--- config.mk ---
export PLATFORM = sky130hd
export DESIGN_NAME = mul_seq_ctrl
export DESIGN_NICKNAME = d
export VERILOG_FILES = /design/src/rtl/mul_seq_ctrl.sv
export SDC_FILE = /design/constraint.sdc
export NUM_CORES = 1
export LEC_CHECK = 0
export BUFFER_PORTS_ARGS = -buffer_cell sky130_fd_sc_hd__buf_2
export CAP_MARGIN = 30
export CORE_AREA = 2 2 39 41
export CTS_CLUSTER_SIZE = 40
export DETAILED_ROUTE_END_ITERATION = 10
export DIE_AREA = 0 0 41 43
export SLEW_MARGIN = 20
export SYNTH_ARGS = -nofsm -noshare
export SYNTH_HDL_FRONTEND = slang
export SYNTH_SLANG_ARGS = --single-unit
--- constraint.sdc ---
create_clock -name clk -period 1.7 [get_ports clk]
set_clock_uncertainty 0.15 [all_clocks]
set_input_delay 0.255 -clock clk [delete_from_list [all_inputs] [get_ports clk]]
set_output_delay 0.255 -clock clk [all_outputs]
set_load 0.1 [all_outputs]
--- src/rtl/mul_seq_ctrl.sv ---
// mul_seq_ctrl -- control FSM for a sequential shift-add multiplier.
//
// Sequences an external N-bit shift-add datapath: LOAD the operands, then
// for each multiplier bit TEST the LSB, optionally ADD the multiplicand,
// and SHIFT. A one-cycle done pulse marks the end of a multiply. valid
// stays high from then until the next LOAD.
//
// Optional feature, selected by the macro MUL_SEQ_CTRL_ZERO_SKIP_EN:
//   When defined, a TEST that sees the remaining multiplier bits all zero
//   (yz=1) finishes at once instead of walking through the remaining
//   bits. When undefined, yz is ignored and every multiply takes exactly
//   N SHIFT cycles.

module mul_seq_ctrl #(
    parameter int N = 4
) (
    input  logic clk,
    input  logic rst,        // asynchronous, active low
    input  logic start,
    input  logic q0,
    input  logic yz,
    output logic ld,
    output logic add_en,
    output logic shift_en,
    output logic busy,
    output logic done,
    output logic valid
);

    localparam int            CW   = $clog2(N);
    localparam logic [CW-1:0] LAST = CW'(N - 1);

    typedef enum logic [2:0] {
        S_IDLE,
        S_LOAD,
        S_TEST,
        S_ADD,
        S_SHIFT,
        S_DONE
    } state_t;

    state_t        r_state;
    state_t        w_state_next;
    logic [CW-1:0] r_cnt;
    logic [CW-1:0] w_cnt_next;
    logic          r_start_d;
    logic          r_valid;
    logic          w_trigger;

`ifndef MUL_SEQ_CTRL_ZERO_SKIP_EN
    // yz has no role when the early-finish feature is compiled out.
    logic w_unused_yz;
    assign w_unused_yz = yz;
`endif

    // Rising edge of the start level. The delayed copy resets to 1, so a
    // start already held high when reset releases is not taken as a request.
    assign w_trigger = start & ~r_start_d;

    // State, step counter and start-edge history registers.
    always_ff @(posedge clk or negedge rst) begin
        if (!rst) begin
            r_state   <= S_IDLE;
            r_cnt     <= '0;
            r_start_d <= 1'b1;
        end else begin
            r_state   <= w_state_next;
            r_cnt     <= w_cnt_next;
            r_start_d <= start;
        end
    end

    // Next-state and counter logic. Strobes decode r_state alone (Moore),
    // and each strobe belongs to exactly one state, so at most one of
    // ld/add_en/shift_en is ever high.
    always_comb begin
        w_state_next = r_state;
        w_cnt_next   = r_cnt;
        ld           = 1'b0;
        add_en       = 1'b0;
        shift_en     = 1'b0;
        busy         = 1'b1;
        done         = 1'b0;
        case (r_state)
            S_IDLE: begin
                busy = 1'b0;
                // Edges seen outside IDLE are simply dropped.
                if (w_trigger) begin
                    w_state_next = S_LOAD;
                end
            end
            S_LOAD: begin
                ld           = 1'b1;
                w_cnt_next   = '0;
                w_state_next = S_TEST;
            end
            S_TEST: begin
`ifdef MUL_SEQ_CTRL_ZERO_SKIP_EN
                if (yz) begin
                    w_state_next = S_DONE;
                end else if (q0) begin
                    w_state_next = S_ADD;
                end else begin
                    w_state_next = S_SHIFT;
                end
`else
                if (q0) begin
                    w_state_next = S_ADD;
                end else begin
                    w_state_next = S_SHIFT;
                end
`endif
            end
            S_ADD: begin
                add_en       = 1'b1;
                w_state_next = S_SHIFT;
            end
            S_SHIFT: begin
                shift_en = 1'b1;
                if (r_cnt == LAST) begin
                    w_state_next = S_DONE;
                end else begin
                    w_cnt_next   = r_cnt + CW'(1);
                    w_state_next = S_TEST;
                end
            end
            S_DONE: begin
                done         = 1'b1;
                w_state_next = S_IDLE;
            end
            default: begin
                busy         = 1'b0;
                w_state_next = S_IDLE;
            end
        endcase
    end

    // valid rises as DONE is left and drops as the next LOAD is entered.
    always_ff @(posedge clk or negedge rst) begin
        if (!rst) begin
            r_valid <= 1'b0;
        end else if (r_state == S_DONE) begin
            r_valid <= 1'b1;
        end else if (w_state_next == S_LOAD) begin
            r_valid <= 1'b0;
        end
    end

    assign valid = r_valid;

endmodule

==> results.tsv <==
metric	value	unit
run status	completed	
syn avg cell area	10.1	um^2
clock root cell	clkbuf_4	
Hold Vio Cnt, Final	0	
Reg2Reg Setup Slack	350	ps
Mapped Nets	47	
hold_ws	141	ps
drt first pass iters	2	
cts bufs inserted	3	
minimum clock period	1660	ps
met2 WL	458	um
Worst Path Required	1290	ps
post-synthesis cell area	413	um^2
clk sinks	7	
metal3 WL	21	um
Max Cap Viol	0	
placed inst area	582	um^2
kind of critical path	register to output pin	
fraction of registers with async set/reset	100	%
clock-pin slew on the worst setup and hold paths	60	ps
share of layout cells above drive strength 1	52.5	%
post-DP HPWL	637	um
cells after synthesis	41	
fin nets	66	
Die W	41	um
initial antenna violation count	0	
CTS tree	yes	
Metal-1 WL	413	um
Clock Latency Late Sink	250	ps
post-synthesis sequential area ratio	42.7	%
# rows	14	
multi-input logic area	224	um^2
Finished Cell Area	651	um^2
synth warn	0	
fin crit share	97.5	%
worst slew pin tran	483	ps
WL/cell	11.9	um
remaining antenna violation count after routing	0	
Yosys reg bits	7	
first-pass GRT wire length	1550	um
detailed-route wire length	893	um
CTS HTree Levels	1	
top sig layer	met3	
top-level port count	11	
Final GP Congestion	0.770	
RSZ-0062 raised after global routing	true	
Setup violations, final	0	
Slew Viols, Final	0	
distinct cell type count after synthesis	28	
FF+latch area	179	um^2
Die Span Y	43	um
initial core utilization	29.8	%
gr ovfl total	0	
CP endpoint kind	output pin	
largest net degree at the start of global routing	11	
Post-synth EDFFs	0	
Tightest Hold Check Type	primary input to register	
Detailed Route Iter0 Violations	4	
routed vias	371	
DRC viols	0	
Placeable Area	1380	um^2
worst-path maximum fanout	7	
vias in the first global route	360	
leading cell type in the layout, fill and taps excluded	buf_4	
most used flip-flop cell after synthesis	dfrtp_1	
clk buf depth	2	
Antenna Cells	0	
Area Overhead vs Synth	57.6	%
die footprint	1760	um^2
Critical Path AT	1250	ps
crit start category	register	
# fillers	129	
overall global routing resource usage	13.6	%
Max Clock Freq	603	MHz
Via density	4.95	
commonest non-fill, non-tap cells in the layout	buf_4 (6), buf_12 (5), buf_2 (4), dfrtp_1 (4)	
relative slew slack	68.0	%
Port Buffer Count	9	
sequential cells by signal, indices dropped and copies added, names as in the netlist:
signal / flops
r_state: 3
r_cnt: 2
r_start_d: 1
valid: 1
critical path, stage by stage, from the launching register on:
cell and delay (ps):
dfrtp_2 460, buf_4 160, nor3_4 170, buf_12 200
kinds of logic after synthesis:
logic type      share of synthesized area, %
simple gates                            23.6
flops                                   42.7
buf+inv                                 9.09
fa+ha+maj                               3.03
compound gates                          21.5
routing by layer:
metal,track usage [%],up-vias
met4,6.00,0
met5,0,-
li1,-,187
met1,17.3,176
met3,4.71,0
met2,20.0,8
final timing paths:
check                                           from                   end  cells after the start
worst max-delay path            r_state[1]$_DFF_PN0_              shift_en                      3
worst min-delay path                              q0  r_state[0]$_DFF_PN0_                      3
worst max register to register  r_cnt[0]$_DFFE_PN0P_  r_cnt[0]$_DFFE_PN0P_                      4
worst min register to register  r_cnt[1]$_DFFE_PN0P_  r_cnt[1]$_DFFE_PN0P_                      1
max in group asynchronous                        rst   r_start_d$_DFF_PN1_                      2
min in group asynchronous                        rst     valid$_DFFE_PN0P_                      2
what timing repair did:
action,4_1_cts,5_1_grt
hold buffers,2,0
cloned,0,0
setup buffers,0,2
gates resized for setup,3,0
setup endpoints to repair,4,3
hold endpoints to repair,8,0
cell usage after synthesis (2+ instances only):
| cell type | number | area (um^2) |
|---|---|---|
| o21ai_1 | 2 | 10.0 |
| inv_1 | 2 | 7.51 |
| a21oi_1 | 4 | 20.0 |
| dfrtp_1 | 6 | 150 |
| o2bb2ai_1 | 2 | 17.5 |
| and3_1 | 2 | 12.5 |
| buf_4 | 2 | 15.0 |
area by class of cell:
type | instances | share of cell area, %
sequential | 7 | 27.5
tap | 16 | 3.08
multi-input combinational | 28 | 34.4
inverter | 3 | 2.50
clock buffer | 4 | 4.04
timing repair buffer | 17 | 28.5
through the flow:
| step | setup WS (ps) | utilization (%) | cells | setup TNS (ps) |
|---|---|---|---|---|
| floorplan | -77.4 | - | 41 | -119 |
| global placement | 247 | 42.0 | 67 | 0 |
| detailed placement | 227 | 42.0 | 67 | 0 |
| CTS | 14.4 | 45.9 | 73 | 0 |
| global route | -2.76 | 47.0 | 75 | -2.76 |
| finish | 42.3 | 47.0 | 75 | 0 |
Power is left out: the tool's default activity adds up to more than one toggle a clock period on the data nets, which glitch-free logic cannot reach.
